### src/rtl/bcd_conv_arbiter_pkg.sv
// Shared constants and types for the BCD converter arbiter: FSM encoding,
// digit width and default operand width.
package bcd_pkg;

  localparam int DIGIT_W   = 4;
  localparam int N_DEFAULT = 9;

  // Sequencer states, 2-bit legacy-compatible encoding
  localparam logic [1:0] S_IDLE     = 2'd0;
  localparam logic [1:0] S_ISSUE    = 2'd1;
  localparam logic [1:0] S_WAIT_FIN = 2'd2;
  localparam logic [1:0] S_DELIVER  = 2'd3;

  typedef struct packed {
    logic [DIGIT_W-1:0] c;
    logic [DIGIT_W-1:0] d;
    logic [DIGIT_W-1:0] u;
  } bcd_digits_t;

endpackage

### src/rtl/bcd_conv_arbiter_if.sv
// Requester-side bus of the shared BCD converter arbiter.
interface bcd_conv_arbiter_if
  import bcd_pkg::*;
#(
  parameter int N = N_DEFAULT,
  parameter int R = 4
);

  // Handshake: req[i] is a level held high with a stable operand in
  // req_bin[i*N +: N] until done[i] pulses for one cycle; err and res_* are
  // valid with that pulse and hold until the next one. req[i] still high in
  // the cycle after done[i] is a fresh request.
  logic [R-1:0]       req;
  logic [R*N-1:0]     req_bin;
  logic [R-1:0]       done;
  logic               err;
  logic [DIGIT_W-1:0] res_c;
  logic [DIGIT_W-1:0] res_d;
  logic [DIGIT_W-1:0] res_u;
  logic               busy;

  modport master (
    output req, req_bin,
    input  done, err, res_c, res_d, res_u, busy
  );

  modport slave (
    input  req, req_bin,
    output done, err, res_c, res_d, res_u, busy
  );

endinterface

### src/rtl/bcd_conv_arbiter_rr_pick.sv
// Combinational round-robin pick: first set request at or above ptr,
// wrapping modulo R.
module rr_pick #(
  parameter int R = 4
) (
  input  logic [R-1:0]         req,
  input  logic [$clog2(R)-1:0] ptr,
  output logic                 found,
  output logic [$clog2(R)-1:0] idx
);

  localparam int IW = $clog2(R);

  int j;

  // Scan from the farthest candidate back to ptr so the nearest one wins
  always_comb begin
    found = 1'b0;
    idx   = '0;
    j     = 0;
    for (int k = R - 1; k >= 0; k--) begin
      j = int'(ptr) + k;
      if (j >= R) j = j - R;
      if (req[j]) begin
        found = 1'b1;
        idx   = IW'(j);
      end
    end
  end

endmodule

### src/rtl/bcd_conv_arbiter.sv
// Round-robin sequencer sharing one binary-to-BCD converter among R
// requesters, with a watchdog on the converter's end-of-conversion strobe.
module bcd_conv_arbiter
  import bcd_pkg::*;
#(
  parameter int N    = N_DEFAULT,
  parameter int R    = 4,
  parameter int WDOG = 2*N+8
) (
  input  logic                 clk,
  input  logic                 rst,
  bcd_conv_arbiter_if.slave    bus,
  output logic                 conv_start,
  output logic [N-1:0]         conv_in,
  input  logic                 conv_listo,
  input  logic                 conv_fin,
  input  logic [DIGIT_W-1:0]   conv_c,
  input  logic [DIGIT_W-1:0]   conv_d,
  input  logic [DIGIT_W-1:0]   conv_u,
  output logic [1:0]           dbg_state,
  output logic [$clog2(R)-1:0] dbg_ptr
);

  localparam int IW = $clog2(R);
  localparam int WW = $clog2(WDOG+1);

  logic [1:0]    state;
  logic [IW-1:0] ptr;
  logic [IW-1:0] gnt;
  logic [IW-1:0] pick_idx;
  logic          pick_found;
  logic [WW-1:0] wd;
  logic          wd_expire;
  bcd_digits_t   res;
  logic          err_q;
  logic [R-1:0]  done_q;

  function automatic logic [R-1:0] grant_onehot(input logic [IW-1:0] g);
    logic [R-1:0] v;
    v    = '0;
    v[g] = 1'b1;
    return v;
  endfunction

  rr_pick #(.R(R)) u_pick (
    .req   (bus.req),
    .ptr   (ptr),
    .found (pick_found),
    .idx   (pick_idx)
  );

  // Expiry fires in the last allowed WAIT_FIN cycle so done lands WDOG
  // cycles after entry; conv_fin in that same cycle takes priority.
  assign wd_expire  = (wd == WW'(WDOG-1));
  assign conv_start = (state == S_ISSUE) && conv_listo;

  assign bus.busy  = (state != S_IDLE);
  assign bus.done  = done_q;
  assign bus.err   = err_q;
  assign bus.res_c = res.c;
  assign bus.res_d = res.d;
  assign bus.res_u = res.u;

  assign dbg_state = state;
  assign dbg_ptr   = ptr;

  always_ff @(posedge clk or negedge rst) begin
    if (!rst) begin
      state   <= S_IDLE;
      ptr     <= '0;
      gnt     <= '0;
      wd      <= '0;
      done_q  <= '0;
      err_q   <= 1'b0;
      res     <= '0;
      conv_in <= '0;
    end else begin
      done_q <= '0;
      case (state)
        S_IDLE: begin
          if (pick_found) begin
            gnt     <= pick_idx;
            conv_in <= bus.req_bin[pick_idx*N +: N];
            state   <= S_ISSUE;
          end
        end
        S_ISSUE: begin
          if (conv_listo) begin
            wd    <= '0;
            state <= S_WAIT_FIN;
          end
        end
        S_WAIT_FIN: begin
          if (conv_fin) begin
            res    <= '{c: conv_c, d: conv_d, u: conv_u};
            err_q  <= 1'b0;
            done_q <= grant_onehot(gnt);
            state  <= S_DELIVER;
          end else if (wd_expire) begin
            res    <= '0;
            err_q  <= 1'b1;
            done_q <= grant_onehot(gnt);
            state  <= S_DELIVER;
          end else if (wd != WW'(WDOG)) begin
            wd <= wd + 1'b1;
          end
        end
        S_DELIVER: begin
          ptr   <= (gnt == IW'(R-1)) ? '0 : gnt + IW'(1);
          state <= S_IDLE;
        end
        default: state <= S_IDLE;
      endcase
    end
  end

endmodule

### src/flat_wrapper.sv
// flat-port wrapper written by rule: the top's interface ports become plain ports
module bcd_conv_arbiter_flat import bcd_pkg::*;
#(
  parameter int N    = N_DEFAULT,
  parameter int R    = 4,
  parameter int WDOG = 2*N+8
)
  (clk, rst, conv_start, conv_in, conv_listo, conv_fin, conv_c, conv_d, conv_u, dbg_state, dbg_ptr, bus_req, bus_req_bin, bus_done, bus_err, bus_res_c, bus_res_d, bus_res_u, bus_busy);
  bcd_conv_arbiter_if #(.N(N), .R(R)) bus_i ();
  input  logic clk;
  input  logic rst;
  output logic conv_start;
  output logic [N-1:0] conv_in;
  input  logic conv_listo;
  input  logic conv_fin;
  input  logic [DIGIT_W-1:0] conv_c;
  input  logic [DIGIT_W-1:0] conv_d;
  input  logic [DIGIT_W-1:0] conv_u;
  output logic [1:0] dbg_state;
  output logic [$clog2(R)-1:0] dbg_ptr;
  input wire logic [$bits(bus_i.req)-1:0] bus_req;
  input wire logic [$bits(bus_i.req_bin)-1:0] bus_req_bin;
  output wire logic [$bits(bus_i.done)-1:0] bus_done;
  output wire logic [$bits(bus_i.err)-1:0] bus_err;
  output wire logic [$bits(bus_i.res_c)-1:0] bus_res_c;
  output wire logic [$bits(bus_i.res_d)-1:0] bus_res_d;
  output wire logic [$bits(bus_i.res_u)-1:0] bus_res_u;
  output wire logic [$bits(bus_i.busy)-1:0] bus_busy;
  assign bus_i.req = bus_req;
  assign bus_i.req_bin = bus_req_bin;
  assign bus_done = bus_i.done;
  assign bus_err = bus_i.err;
  assign bus_res_c = bus_i.res_c;
  assign bus_res_d = bus_i.res_d;
  assign bus_res_u = bus_i.res_u;
  assign bus_busy = bus_i.busy;
  bcd_conv_arbiter #(.N(N), .R(R), .WDOG(WDOG)) u_core (.clk(clk), .rst(rst), .bus(bus_i), .conv_start(conv_start), .conv_in(conv_in), .conv_listo(conv_listo), .conv_fin(conv_fin), .conv_c(conv_c), .conv_d(conv_d), .conv_u(conv_u), .dbg_state(dbg_state), .dbg_ptr(dbg_ptr));
endmodule
### config.mk
export PLATFORM = sky130hd
export DESIGN_NAME = bcd_conv_arbiter_flat
export DESIGN_NICKNAME = d
export VERILOG_FILES = /design/src/rtl/bcd_conv_arbiter_pkg.sv /design/src/rtl/bcd_conv_arbiter_if.sv /design/src/rtl/bcd_conv_arbiter_rr_pick.sv /design/src/rtl/bcd_conv_arbiter.sv /design/src/flat_wrapper.sv
export SDC_FILE = /design/constraint.sdc
export NUM_CORES = 1
export LEC_CHECK = 0
export ABC_AREA = 1
export BUFFER_PORTS_ARGS = -buffer_cell sky130_fd_sc_hd__buf_2
export CORE_MARGIN = 4
export CORE_UTILIZATION = 44
export CTS_CLUSTER_SIZE = 16
export DETAILED_ROUTE_END_ITERATION = 12
export GPL_TIMING_DRIVEN = 0
export PLACE_DENSITY = 0.74
export SETUP_SLACK_MARGIN = 0.05
export SYNTH_ARGS = -nofsm -noshare
export SYNTH_HDL_FRONTEND = slang
export SYNTH_SLANG_ARGS = --single-unit
### constraint.sdc
create_clock -name clk -period 1.7 [get_ports clk]
set_clock_uncertainty 0.15 [all_clocks]
set_input_delay 0 -clock clk [delete_from_list [all_inputs] [get_ports clk]]
set_output_delay 0 -clock clk [all_outputs]
set_load 0.1 [all_outputs]
# After elaboration in Yosys (flattened, before gate mapping)
# Cells that the tools add are included.
# W data, S select, Z words.
dict set report totals {
  regBits 37
  in_bits 56
  output_inout_bits 32
}
dict set report classes {
  add_sub_neg 9
  mul 1
  n_lt_le_gt_ge 10
  eq_ne 12
  n_shift 1
  mux 44
  n_reduce_logical 10
}
# cell n
set op_table {}
lappend op_table {{$lt A32 B4 Y1 const B} 4}
lappend op_table {{$mux W32} 4}
lappend op_table {{$shiftx A36 B7 Y9} 1}
lappend op_table {{$ge A32 B4 Y1 const B} 1}
lappend op_table {{$sub A32 B4 Y32 const B} 1}
lappend op_table {{$mux W12} 2}
lappend op_table {{$mux W5} 4}
lappend op_table {{$mux W2} 9}
lappend op_table {{$mux W1} 15}
lappend op_table {{$mux W4} 3}
lappend op_table {{$pmux W5 S2} 1}
lappend op_table {{$bmux W1 S2} 4}
lappend op_table {{$pmux W2 S4} 1}
lappend op_table {{$sub A3 B3 Y4 const B} 2}
lappend op_table {{$add A2 B2 Y3 const B} 2}
lappend op_table {{$eq A2 B2 Y1 const B} 3}
lappend op_table {{$ge A3 B3 Y1 const B} 2}
lappend op_table {{$mul A2 B4 Y6 const B} 1}
lappend op_table {{$ne A2 B2 Y1 const B} 3}
lappend op_table {{$reduce_bool A2 Y1} 3}
lappend op_table {{$add A5 B1 Y5 const B} 1}
lappend op_table {{$eq A5 B5 Y1 const B} 1}
lappend op_table {{$ne A5 B5 Y1 const B} 1}
lappend op_table {{$reduce_and A5 Y1} 1}
lappend op_table {{other kinds (14)} 17}

# Depth between registers and ports, before layout
dict set report depth {
  depth_word 12
  mapped_depth 15
  ltp_nobuf 14
}

# Hierarchy
# A second synthesis with hierarchy kept.
dict set report hier_totals {
  cells_unflattened 304
  area_unflattened_um2 2217.1
}
# module n_inst cells_per_inst area_per_inst_um2
set by_module_without_submodules {}
lappend by_module_without_submodules {bcd_conv_arbiter 1 258 2004.4}
lappend by_module_without_submodules {rr_pick 1 46 212.7}

# Least setup slack after synthesis
# No wires, ideal clock.
dict set report synth_path {
  kind {register -> register}
  startpoint {register u_core.state[0] (netlist: u_core.dbg_state[0])}
  endpoint {register u_core.wd[4]}
  arrival_ps 2289
  required_ps 1462
  slack_ps -827
  path_stages_with_launch 9
  cell_sequence {dfrtp_1 -> inv_1 -> ha_1 -> nand2_1 -> nand2_1 -> nor3_1 -> nand2_1 -> nand2_1 -> nor3b_1}
}
dict set report synth_between {
  elab_chain_cells 3
  word_cells_on_any_way 9
}
# element line
set synth_lines {}
lappend synth_lines {{start: declaration} bcd_conv_arbiter.sv:27} ;# logic [1:0] state;
lappend synth_lines {{start signal: assignment} bcd_conv_arbiter.sv:69} ;# state <= S_IDLE;
lappend synth_lines {{start signal: assignment} bcd_conv_arbiter.sv:84} ;# state <= S_ISSUE;
lappend synth_lines {{start signal: assignment} bcd_conv_arbiter.sv:90} ;# state <= S_WAIT_FIN;
lappend synth_lines {{$eq A2 B2 Y1 or $eq A2 B1 Y1 (tied branches)} bcd_conv_arbiter.sv:79} ;# case (state)
lappend synth_lines {{$ne A2 B2 Y1 (no line) (tied with other cells)} n/a}
lappend synth_lines {{$reduce_and A5 Y1 (no line)} n/a}
lappend synth_lines {{end signal: assignment} bcd_conv_arbiter.sv:105} ;# wd <= wd + 1'b1;
lappend synth_lines {{end: declaration} bcd_conv_arbiter.sv:32} ;# logic [WW-1:0] wd;
# Several ways; a longest one is shown, not always the timed one.
# A chain may end at the register's enable or synchronous reset.

# Worst setup path after layout
dict set report layout_path {
  startpoint {register u_core.ptr[0] (netlist: u_core.dbg_ptr[0])}
  endpoint {register u_core.conv_in[1]}
}
dict set report layout_between {
  elab_chain_cells 12
  word_cells_on_any_way 38
}
# element line
set layout_lines {}
lappend layout_lines {{start: declaration} bcd_conv_arbiter.sv:28} ;# logic [IW-1:0] ptr;
lappend layout_lines {{start signal: assignment} bcd_conv_arbiter.sv:109} ;# ptr <= (gnt == IW'(R-1)) ? '0 : gnt + IW'(1);
lappend layout_lines {{$add A2 B2 Y3} bcd_conv_arbiter_rr_pick.sv:22} ;# j = int'(ptr) + k;
lappend layout_lines {{$sub A32 B4 Y32 or $ge A32 B4 Y1 (tied branches)} bcd_conv_arbiter_rr_pick.sv:23} ;# if (j >= R) j = j - R;
lappend layout_lines {{$mux W32} bcd_conv_arbiter_rr_pick.sv:23}
lappend layout_lines {{$bmux W1 S2} bcd_conv_arbiter_rr_pick.sv:24} ;# if (req[j]) begin
lappend layout_lines {{$mux W1 (implied by the code) (2 in a row)} bcd_conv_arbiter_rr_pick.sv:24}
lappend layout_lines {{$mux W2 (4 in a row)} bcd_conv_arbiter_rr_pick.sv:24}
lappend layout_lines {{$mul A2 B4 Y6} bcd_conv_arbiter.sv:83} ;# conv_in <= bus.req_bin[pick_idx*N +: N];
lappend layout_lines {{$shiftx A36 B7 Y9} bcd_conv_arbiter.sv:83}
lappend layout_lines {{end signal: assignment} bcd_conv_arbiter.sv:83}
lappend layout_lines {{end: declaration} bcd_conv_arbiter.sv:14} ;# output logic [N-1:0] conv_in,
# Several ways; a longest one is shown, not always the timed one. The select of a mux whose other input is x is not followed.

==> key figures <==
Critical path
  • Crit path DAT: ~2.4 ns
  • Worst Path Required: between 1.5 and 2 ns
  • Worst path max stage delay: approximately 0.52 ns
  • Startpoint types: flop
  • Crit path top cell by count: nand2_2
  • Crit path capture type: flop
  • Slowest stage cell, crit path: dfrtp_4
  • WS Path Type: reg -> reg
  • Critical path cell sequence: buf_12 -> clkinv_8 -> nand2_4 -> nand2_2 -> nand2_2 -> nand2_2 -> nor2_4 -> nand2_2 -> nand2_4 -> inv_2 -> buf_6 -> or2_0 -> nand2_1 -> nor2_1
  • Max FO, Critical Path: 10

Flow run
  • Max cap viols: 0

Placement
  • DP HPWL: between 3 and 4 mm
  • Cell Area, Placed: 2780 um2
  • Routability cong.: slightly above 0.8
  • Count of input and output buffers: 87
  • Post-Place Cells: 430

STA
  • Setup WS post-layout: -0.621 ns
  • Fin. Hold Viols: 0
  • Final setup viols: 18
  • Setup tns final: -7.39 ns
  • Final period util: 137%
  • Fmax achieved: approximately 430 MHz
  • Slew headroom: a little under half
  • Max-slew violations: 0
  • RSZ-0062 raised after global routing: yes
  • Min Hold Slack: 0.196 ns
  • Slew at the pin with the worst max-slew slack: 0.824 ns
  • Minimum clock period: ~2.3 ns

CTS
  • Num CTS Buffers: 5
  • CTS HTree Levels: 2
  • Clk root buf: clkbuf_8
  • CTS sink cnt: 37
  • Reg clk slew, reported paths: 0.08 ns
  • CTS tree: built
  • Max clock buf depth: 2
  • Latest clock arrival within the worst-skew pair: between 0.2 and 0.3 ns

Routing
  • Via density per instance: roughly 6
  • Routed WL: ~12 mm
  • Residual DRC: 0
  • Drt first pass iters: 5
  • Via count: ~3,100
  • DRT iter0 DRCs: 324
  • Post-route ant nets: 0
  • Wirelength per Cell: ~22 um

Run status
  • Outcome: finished with violations
  • Failing checks: setup timing

Synth
  • Syn_nets: between 300 and 400
  • Top-count cell post-synth: nand2_1
  • Commonest cells in the synthesized netlist: 72 x nand2_1, 47 x nand3_1, 37 x dfrtp_1, 34 x inv_1, 18 x nor2_1
  • Synth Instances: 276
  • Synth cell types: 28
  • Top_reg_cell synth: dfrtp_1
  • Yosys top cell by area: dfrtp_1
  • EDFF count, synth: 0
  • Dominant cells by area after synthesis: dfrtp_1 43%, nand2_1 13%, nand3_1 11%
  • Mapped Avg Cell Area: between 7 and 8 um2
  • Netlist Area Pre-Place: 2160 um2
  • Seq cells post-synth: 37
  • Post-synth top area share: 42.9%
  • Ys async rst share: 100%
  • Synth Warn #: 0
  • Register area share after synthesis: between 40% and 50%

Floorplanning
  • Core Area: 4720 um2
  • Die Y: roughly 78 um
  • Die width: about 80 um
  • DIE AREA: around 6000 um2
  • Initial core utilization: between 40% and 50%
  • I/O pin count: 88
  • Row count: 25

GRT
  • Grt met3 use: 6.08%
  • Largest net degree at the start of global routing: 38
  • Gr usage total: 25.5%
  • Global-route met1 utilization: 28.7%
  • Number of global-route vias before repair: 2,737
  • Grt met2 use: a little under half
  • Global route hottest layer: met2
  • Overflow after GRT: 0
  • Initial antenna violation count: 0
  • Global-route wire length before repair: 12.5 mm

Layout
  • Final nets: roughly 530
  • Diodes inserted: 0
  • Layout cells sized above 1: a little over half
  • Synth-to-Final Area Change: 103%
  • Non-Filler Instances: roughly 530
  • Final Instance Area: between 4000 and 5000 um2

Hold path
  • Worst hold path class: in -> async
## routing by layer
metal	wire [um]	share of wire, %
met3	1230	10
met2	5590	48
met4	972	8.3
met5	0	0
met1	3970	34
## worst max-delay path, delay by kind of cell, from the launching register on
family	cells	cell delay (ns)
flip-flops	1	0.52
AND/OR/NAND/NOR	10	1.04
buffers and inverters	4	0.49
## cells in the final DEF (no fill, tap or decap), types with 5 or more instances in the layout
master	instances
buf_2	85
dlygate4sd3_1	50
nand2_1	36
dfrtp_1	33
buf_4	23
inv_1	22
nand3_1	22
nand3_2	22
nand2_2	18
nand2_4	17
nor2_1	13
a22o_1	12
buf_6	11
ha_1	9
inv_2	7
nand2_8	7
clkbuf_8	6
o21ai_1	5
buf_12	5
## sequential cells by signal, summed over array words and instances, names as in the netlist
register          count
u_core.bus.res_d      4
u_core.gnt            2
u_core.bus.done       4
u_core.bus.res_u      4
u_core.bus.res_c      4
u_core.bus.err        1
u_core.dbg_ptr        2
u_core.conv_in        9
u_core.wd             5
u_core.dbg_state      2
## kinds of logic after synthesis
group / share of synthesized area, %
and+or+nand+nor: 31.3
buffers and inverters: 9.10
DFF: 42.9
AOI/OAI and AO/OA: 9.33
adders and majority gates: 6.96
xor gates and xnor gates: 0.406
## final cells by class
type,instances,area (um2)
Multi-Input combinational cell,196,1630
Timing Repair Buffer,174,1360
Sequential cell,37,938
Fill cell,138,350
Inverter,38,185
Buffer,7,101
Tap cell,67,83.8
Clock buffer,6,72.6
Clock inverter,2,10.0
## metrics by stage
stage / util, % / setup WS [ns]
4_1_cts: 79.2 / -0.281
3_5_place_dp: 58.9 / -0.386
5_1_grt: 92.6 / -0.701
3_3_place_gp: 58.9 / -0.363
2_1_floorplan: - / -0.373
6_report: 92.6 / -0.621
## timing repair
item,4_1_cts,5_1_grt
cloned,1,4
pin swaps,10,39
resized for setup,44,110
buffers inserted,23,12
hold buffers,50,0
endpoints found under the setup margin,21,25
endpoints found under the hold margin,59,0
## worst paths after layout
check,from,to,slack (ns),depth (start not counted)
max reg2reg,u_core.dbg_ptr[0],u_core.conv_in[1],-0.62,14
min in group clk,conv_listo,u_core.dbg_state[0],0.21,7
min,rst,u_core.dbg_state[0],0.20,2
max in group asynchronous,rst,u_core.dbg_ptr[0],0.61,2
min reg2reg,u_core.bus.res_c[0],u_core.bus.res_c[0],0.35,1
max,u_core.dbg_ptr[0],u_core.conv_in[1],-0.62,14
Power is not shown: default switching activity piles up to over one toggle a cycle in this logic, so the estimate is an artifact.
